File: config.mk
export PLATFORM = sky130hd
export DESIGN_NAME = crc_stream_engine
export DESIGN_NICKNAME = d
export VERILOG_FILES = /design/src/rtl/crc_pkg.sv /design/src/rtl/crc_comb_step.sv /design/src/rtl/crc_stream_engine.sv
export SDC_FILE = /design/constraint.sdc
export NUM_CORES = 1
export LEC_CHECK = 0
export BUFFER_PORTS_ARGS = -buffer_cell sky130_fd_sc_hd__clkbuf_2
export CAP_MARGIN = 10
export CELL_PAD_IN_SITES_DETAIL_PLACEMENT = 0
export CELL_PAD_IN_SITES_GLOBAL_PLACEMENT = 1
export CORE_ASPECT_RATIO = 1.25
export CORE_MARGIN = 3
export CORE_UTILIZATION = 52
export CTS_CLUSTER_SIZE = 12
export DETAILED_ROUTE_END_ITERATION = 8
export PLACE_DENSITY_LB_ADDON = 0.1
export SYNTH_ARGS = -nofsm -noshare
export SYNTH_HDL_FRONTEND = slang
export SYNTH_HIERARCHICAL = 1
export SYNTH_SLANG_ARGS = --single-unit
File: constraint.sdc
create_clock -name clk -period 12.25 [get_ports clk]
set_input_delay 0.6125 -clock clk [delete_from_list [all_inputs] [get_ports clk]]
set_output_delay 0.6125 -clock clk [all_outputs]
set_load 0.02 [all_outputs]
File: src/rtl/crc_pkg.sv
// Shared CRC helpers: byte-step LFSR, bit reversal, CRC-32 constants and engine FSM states.
// CRC values are handled MSB-aligned in 32 bits so the same routines serve every width from 8 to 32.
package crc_pkg;

    localparam logic [31:0] CRC32_POLY   = 32'h04C11DB7;
    localparam logic [31:0] CRC32_INIT   = 32'hFFFFFFFF;
    localparam logic [31:0] CRC32_XOROUT = 32'hFFFFFFFF;

    typedef enum logic [1:0] {
        IDLE  = 2'd0,
        ACCUM = 2'd1,
        HOLD  = 2'd2
    } crc_state_e;

    function automatic logic [31:0] bit_reverse32(input logic [31:0] v);
        logic [31:0] r;
        for (int i = 0; i < 32; i++) r[i] = v[31-i];
        return r;
    endfunction

    // crc and poly are MSB-aligned; refin feeds the byte LSB-first
    function automatic logic [31:0] crc_step_byte(input logic [31:0] crc, input logic [7:0] data_byte,
                                                  input logic [31:0] poly, input logic refin);
        logic [31:0] c;
        logic [7:0]  b;
        b = data_byte;
        if (refin) begin
            for (int i = 0; i < 8; i++) b[i] = data_byte[7-i];
        end
        c = crc ^ {b, 24'h000000};
        for (int i = 0; i < 8; i++) c = c[31] ? ((c << 1) ^ poly) : (c << 1);
        return c;
    endfunction

endpackage

File: src/rtl/crc_comb_step.sv
// Combinational CRC update over the first nbytes bytes of one beat, byte 0 first.
// Fully unrolled: one byte stage per lane, each stage bypassed when its lane is beyond nbytes.
module crc_comb_step
    import crc_pkg::*;
#(
    parameter int              DATA_W = 32,
    parameter int              CRC_W  = 32,
    parameter logic [CRC_W-1:0] POLY  = CRC_W'(CRC32_POLY),
    parameter bit              REFIN  = 1'b1
) (
    input  logic [CRC_W-1:0]               crc,
    input  logic [DATA_W-1:0]              data,
    input  logic [$clog2(DATA_W/8):0]      nbytes,
    output logic [CRC_W-1:0]               crc_next
);

    localparam int NB  = DATA_W / 8;
    localparam int NBW = $clog2(NB) + 1;
    localparam logic [31:0] POLY_AL = 32'(POLY) << (32 - CRC_W);

    logic [31:0] stage [0:NB];

    assign stage[0] = 32'(crc) << (32 - CRC_W);

    genvar gi;
    generate
        for (gi = 0; gi < NB; gi++) begin : g_byte
            assign stage[gi+1] = (NBW'(gi) < nbytes)
                               ? crc_step_byte(stage[gi], data[8*gi +: 8], POLY_AL, REFIN)
                               : stage[gi];
        end
    endgenerate

    assign crc_next = stage[NB][31 -: CRC_W];

endmodule

File: src/rtl/crc_stream_engine.sv
// Streaming CRC over sop/eop-framed valid/ready beats, with a one-entry registered result
// and a single parked result (HOLD) when the consumer is stalled.
module crc_stream_engine
    import crc_pkg::*;
#(
    parameter int               DATA_W = 32,
    parameter int               CRC_W  = 32,
    parameter logic [CRC_W-1:0] POLY   = CRC_W'(CRC32_POLY),
    parameter logic [CRC_W-1:0] INIT   = '1,
    parameter logic [CRC_W-1:0] XOROUT = '1,
    parameter bit               REFIN  = 1'b1,
    parameter bit               REFOUT = 1'b1
) (
    input  logic                  clk,
    input  logic                  rst,
    input  logic                  in_valid,
    output logic                  in_ready,
    input  logic [DATA_W-1:0]     in_data,
    input  logic [DATA_W/8-1:0]   in_keep,
    input  logic                  in_sop,
    input  logic                  in_eop,
    output logic                  crc_valid,
    input  logic                  crc_ready,
    output logic [CRC_W-1:0]      crc_value,
    output logic                  err_sop
);

    localparam int NB  = DATA_W / 8;
    localparam int NBW = $clog2(NB) + 1;

    crc_state_e       state_reg, state_next;
    logic [CRC_W-1:0] crc_reg, crc_reg_next;
    logic [CRC_W-1:0] crc_value_reg, load_src, step_seed, step_crc, fin_value;
    logic             crc_valid_reg, err_sop_reg, err_sop_next;
    logic             load_out, held_out, out_free, accept;
    logic [NBW-1:0]   keep_cnt, step_nbytes;
    logic [31:0]      rev_full;

    assign out_free  = !crc_valid_reg || crc_ready;
    assign in_ready  = !(crc_valid_reg && !crc_ready && state_reg == HOLD);
    assign accept    = in_valid && in_ready;
    assign crc_valid = crc_valid_reg;
    assign crc_value = crc_value_reg;
    assign err_sop   = err_sop_reg;

    always_comb begin
        keep_cnt = '0;
        for (int i = 0; i < NB; i++) keep_cnt = keep_cnt + NBW'(in_keep[i]);
    end

    assign step_nbytes = in_eop ? keep_cnt : NBW'(NB);
    assign step_seed   = in_sop ? INIT : crc_reg;

    crc_comb_step #(
        .DATA_W (DATA_W),
        .CRC_W  (CRC_W),
        .POLY   (POLY),
        .REFIN  (REFIN)
    ) u_step (
        .crc      (step_seed),
        .data     (in_data),
        .nbytes   (step_nbytes),
        .crc_next (step_crc)
    );

    // A parked result has priority on the output register; a frame finishing
    // in the same cycle is parked in its place.
    always_comb begin
        state_next   = state_reg;
        crc_reg_next = crc_reg;
        err_sop_next = 1'b0;
        load_out     = 1'b0;
        load_src     = crc_reg;
        held_out     = (state_reg == HOLD) && out_free;
        if (held_out) begin
            load_out     = 1'b1;
            state_next   = IDLE;
            crc_reg_next = INIT;
        end
        if (accept && (in_sop || state_reg == ACCUM)) begin
            if (in_sop && state_reg == ACCUM) err_sop_next = 1'b1;
            if (in_eop) begin
                if (out_free && !held_out) begin
                    load_out     = 1'b1;
                    load_src     = step_crc;
                    state_next   = IDLE;
                    crc_reg_next = INIT;
                end else begin
                    crc_reg_next = step_crc;
                    state_next   = HOLD;
                end
            end else begin
                crc_reg_next = step_crc;
                state_next   = ACCUM;
            end
        end
    end

    assign rev_full  = bit_reverse32(32'(load_src) << (32 - CRC_W));
    assign fin_value = (REFOUT ? rev_full[CRC_W-1:0] : load_src) ^ XOROUT;

    always_ff @(posedge clk) begin
        if (rst) begin
            state_reg     <= IDLE;
            crc_reg       <= INIT;
            crc_valid_reg <= 1'b0;
            crc_value_reg <= '0;
            err_sop_reg   <= 1'b0;
        end else begin
            state_reg   <= state_next;
            crc_reg     <= crc_reg_next;
            err_sop_reg <= err_sop_next;
            if (load_out) begin
                crc_valid_reg <= 1'b1;
                crc_value_reg <= fin_value;
            end else if (crc_valid_reg && crc_ready) begin
                crc_valid_reg <= 1'b0;
            end
        end
    end

endmodule

# Yosys cells after proc, flatten, opt, wreduce, memory -nomap -nowiden
# Cells that the tools add are included.
# W data, S select, Z words.
# word_totals
elab_cells	125
ff_bits	68
inputBits	42
output_inout_bits	35
rom_bits	0
ramBits	0
latch_bits	0
memories	0
# classes
n_mul	0
bitwise	38
shift	0
n_mux	56
eq_ne	2
n_addsub	3
div	0
n_lt_le_gt_ge	4
n_reduce_logical	17
# op_table
operator	count
$mux W27	32
$not A14 Y14	32
$mux W32	12
$xor A32 B32 Y32	4
$not A32 Y32	1
$logic_and A1 B1 Y1	8
$mux W2	4
$mux W1	7
$lt A1 B3 Y1 const A	2
$lt A2 B3 Y1 const A	2
$logic_not A1 Y1	4
$reduce_bool A2 Y1	2
$add A2 B1 Y3	1
$add A3 B1 Y3	1
$mux W3	1
$add A1 B1 Y2	1
$eq A2 B1 Y1 const B	1
$eq A2 B2 Y1 const B	1
$logic_or A1 B1 Y1	2
$reduce_or A2 Y1	1
$not A1 Y1	1

# Depth between registers and ports, before layout
# depth
word_depth	77
ltp_mapped	25
depth_no_buf	22

# Modules after synthesis
# Netlist, hierarchy kept.
# by_module_without_submodules
mod	n_inst	seq_area_each_um2	area_each_um2	cells_each
crc_comb_step	1	0.0	5276.3	569
crc_stream_engine	1	1361.3	3315.7	366

# Worst setup path before layout
# Ideal clock, no wire load.
# synth_path
path_type	input to register
start	input in_keep[0]
end	register crc_reg[9]
setup_ns	0.131
slack_ns	5.661
cell_stages	23
n_path_buf	2
arrival_time_ns	6.457
required_time_ns	12.119
cell_sequence	inv_1 -> fa_1 -> inv_1 -> ha_1 -> ha_1 -> and2_1 -> or3_1 -> clkbuf_1 -> buf_4 -> mux2i_4 -> xnor2_1 -> xnor3_1 -> xor2_1 -> a21oi_1 -> xnor2_4 -> xnor3_1 -> mux2i_1 -> xnor2_2 -> xor3_1 -> xnor2_1 -> mux2_2 -> a2111oi_0 -> o21ai_1
# synth_between
elab_chain_cells	43
word_cells_on_any_way	63
classes_between	3 x add/sub; 4 x order compare; 32 x mux; 24 x bitwise
# synth_lines
item	line_no	text
start, declared	crc_stream_engine.sv:19	input logic [DATA_W/8-1:0] in_keep,
$add A1 B1 Y2 (*)	crc_stream_engine.sv:48	for (int i = 0; i < NB; i++) keep_cnt = keep_cnt + NBW'(in_keep[i]);
$add A2 B1 Y3 (*)	crc_stream_engine.sv:48	
$add A3 B1 Y3 (*)	crc_stream_engine.sv:48	
$mux W3 (*)	crc_stream_engine.sv:51	assign step_nbytes = in_eop ? keep_cnt : NBW'(NB);
via step_nbytes[1]	crc_stream_engine.sv:36	logic [NBW-1:0] keep_cnt, step_nbytes;
$lt A1 B3 Y1	crc_comb_step.sv:28	assign stage[gi+1] = (NBW'(gi) < nbytes)
$mux W32	crc_comb_step.sv:29	? crc_step_byte(stage[gi], data[8*gi +: 8], POLY_AL, REFIN)
$xor A32 B32 Y32	crc_pkg.sv:30	c = crc ^ {b, 24'h000000};
[... 28 more ...]	--	
$mux W27	crc_pkg.sv:31	for (int i = 0; i < 8; i++) c = c[31] ? ((c << 1) ^ poly) : (c << 1);
$not A14 Y14 (no line)	--	
$mux W27 (2 in series)	crc_pkg.sv:31	
$mux W32 (*)	crc_comb_step.sv:29	
via step_crc[9]	crc_stream_engine.sv:33	logic [CRC_W-1:0] crc_value_reg, load_src, step_seed, step_crc, fin_value;
$mux W32	crc_stream_engine.sv:83	if (out_free && !held_out) begin
$mux W32 (*)	crc_stream_engine.sv:82	if (in_eop) begin
$mux W32 (*)	crc_stream_engine.sv:80	if (accept && (in_sop || state_reg == ACCUM)) begin
end signal, assigned	crc_stream_engine.sv:111	crc_reg <= crc_reg_next;
end, declared	crc_stream_engine.sv:32	logic [CRC_W-1:0] crc_reg, crc_reg_next;
# The timed path passes the listed nets; every way through them passes the cells marked *.
# A chain may end at the register's enable or synchronous reset.

# Worst setup path after layout
# Ends and elaborated chain as after synthesis.

==> impl_metrics.ini <==
[run_status]
status = complete, no violations

[clocking]
clockBufferDepth = 2
post_cts_resized = 0
hold_buffers = 0
root_buffer = clkbuf_16
clkSinkCount = 68
worstSkewPairLatency_ns = 0.33
cts_setup_buffers = 0
path_clk_slew_ns = 0.05
h-tree-depth = 3
cts_made_buffers = 9
cts_tree = yes

[critical_path]
reg2reg_from = crc_reg[26]
end_kind = register
r2r_end = crc_reg[9]
crit_path_start = in_keep[0]
cp_data_arrival_time_ns = 7.84
critPathMaxStageDelay_ns = 0.69
worstPathCellList = clkbuf_2 > inv_1 > fa_1 > inv_1 > ha_1 > and2_1 > or3_1 > buf_4 > mux2i_4 > xnor2_1 > xnor3_1 > xor2_1 > a21oi_1 > xnor2_4 > xnor3_1 > mux2i_1 > xnor2_2 > xor3_1 > xnor2_1 > mux2_2 > a2111oi_0 > o21ai_1
reg2reg_slack_ns = 5.66
path_depth = 22
cp_top_family = XOR/XNOR gates
crit_path_end = crc_reg[9]
slowest_stage = and2_1
critical_path.startpoint_type = input port
crit_required_ns = 12.42
crit_type = in -> reg
path_buf_inv = 4
reg2reg_depth = 17
worstPathMaxFanout = 31

[job]
drv_cap = 0

[logic_synthesis]
async_flop_share_pct = 0
syn-num-nets = 980
yosysSeqAreaShare_pct = 15.8
synth_area_um2 = 8590
synth_area_per_cell_um2 = 9.19
synth-edff-count = 0
synth_cells = 935
synthFlopType = dfxtp_1
ys.warnings.count = 6
synth.distinct_cells = 70
ys_seq_elements = 68

[sta]
worst_pin_slew_ns = 1.08
clock.fmax_mhz = 130
tns_ns = 0
maxSlewViolCount = 0
timing.hold.ws_ns = 0.461
min_period_ns = 7.67
period_share_pct = 62.6
max_slew_margin_pct = 27.7
finClkSkew_ns = 0.00716
finalHoldViolCount = 0
finalSetupViolCount = 0
rsz0062_at_grt = no

[cells_and_area]
syn_to_final_growth_pct = 8.87
fin_area_um2 = 9350
drive_above_1_share_pct = 20.4
fillers = 1474
fin_nets = 1011
n_antenna_cell = 0

[hold_path]
hold-path-cell-count = 1
hp-class = reg -> reg

[route]
routed_wl_um = 28800
highest_layer = met4
ant_nets = 0
wl_met3_um = 1420
m1WireLength_um = 11500
wl_met2_um = 14600
via_per_inst = 6.25
via_count = 7387
drt-pass1-iter-count = 5
drtIter0Drc = 667
wl_per_cell_um = 24.4
drc = 0

[global_routing]
grt_antenna_before_repair = 0
grt_overflow_total = 0
grt_pass1_vias = 7451
track_usage_pct = 31.7
grt_pass1_wl_um = 43900
grt_max_degree = 58

[floorplanning]
row_count = 51
io_pins = 77
dieHeight_um = 150
die-area_um2 = 18100
core-area_um2 = 15900
initial_core_util_pct = 54.1
die_w_um = 121

[placement]
numPortBuffers = 76
place.gp.congestion = 1.02
dp_hpwl_um = 22500
place_area_um2 = 9040
layout by cell type, fill, tap and decap left out, types with 7 or more instances in the layout:
master / count
nor3_1: 27
clkbuf_16: 9
xnor3_1: 39
clkbuf_2: 76
a2111oi_2: 8
a2111oi_0: 8
buf_4: 14
a32o_1: 32
mux2i_1: 56
o21ai_0: 51
dfxtp_1: 68
nand2_1: 30
xnor2_2: 17
a21oi_1: 40
inv_1: 10
o32a_1: 7
o21ai_1: 27
or2_2: 35
nor2_1: 45
nand3_1: 36
xor2_1: 52
xor3_1: 11
a2111oi_1: 10
xnor2_1: 154
logic make-up (layout without fill, tap and decap cells):
kind of cell | count (synthesis) | in the layout | share of synthesized area, %
AOI/OAI and AO/OA | 226 | 226 | 19.1
xor gates and xnor gates | 284 | 284 | 40.3
adders and majority gates | 3 | 3 | 0.524
buffers and inverters | 80 | 115 | 4.21
DFF | 68 | 68 | 15.8
muxes | 61 | 61 | 7.37
and+or+nand+nor | 213 | 213 | 12.7
synth_stat cells, types with 5 or more instances:
master,number,area [µm²]
buf_2,23,115
dfxtp_1,68,1360
xnor3_1,39,878
a2111oi_2,8,120
nor2b_1,5,31.3
xor2_1,52,455
o21ai_0,51,255
o21ai_1,27,135
mux2i_1,56,561
a32o_1,32,320
nand2_1,30,113
o211ai_1,6,45.0
nor3_1,28,140
o32a_1,7,70.1
inv_1,10,37.5
clkbuf_1,32,120
or2_2,35,219
xnor2_2,17,277
xor3_1,11,262
xor2_2,5,81.3
o21a_1,5,37.5
buf_4,8,60.1
nor2_1,45,169
nand4_1,5,31.3
a2111oi_0,8,70.1
buf_1,5,18.8
and2_1,6,37.5
a2111oi_1,10,100
xnor2_1,154,1350
a21oi_1,41,205
nand3_1,36,180
per-layer routing:
layer	up-vias	GRT usage, %
met3	55	2.42
met2	305	56.1
li1	3413	-
met4	0	13.8
met1	3614	39.6
met5	-	0
worst min path at each step:
stage                       from            to  slack (ns)
floorplan             crc_reg[0]    crc_reg[0]        0.48
global placement    crc_value[6]  crc_value[6]        0.45
detailed placement  crc_value[6]  crc_value[6]        0.45
CTS                 crc_value[6]  crc_value[6]        0.47
global route        crc_value[3]  crc_value[3]        0.48
finish              crc_value[6]  crc_value[6]        0.46
final cells by class:
class / instances / area (µm²) / area share [%]
clock buffer: 9 / 225 / 2.41
clock inverter: 6 / 90.1 / 0.963
inverter: 10 / 37.5 / 0.401
multi-input combinational: 787 / 6890 / 73.6
sequential: 68 / 1360 / 14.6
tap: 212 / 265 / 2.84
timing repair buffer: 90 / 485 / 5.19
metrics by stage:
step / std cells / utilization [%] / setup slack, ns
after floorplan: 935 / - / 5.66
after global placement: 1167 / 56.9 / 4.22
after detailed placement: 1167 / 56.9 / 4.30
after CTS: 1182 / 58.9 / 4.57
after global routing: 1182 / 58.9 / 4.23
final: 1182 / 58.9 / 4.58
worst register-to-register path: cells and delay by family (launching register included):
kind	cells	cell delay (ns)
AO/OA/AOI/OAI	4	1.39
XOR/XNOR	10	3.55
flip-flops	1	0.32
multiplexers	2	0.77
AND/OR/NAND/NOR	1	0.41
Power is not shown: default switching activity piles up to over one toggle a cycle in this logic, so the estimate is an artifact.
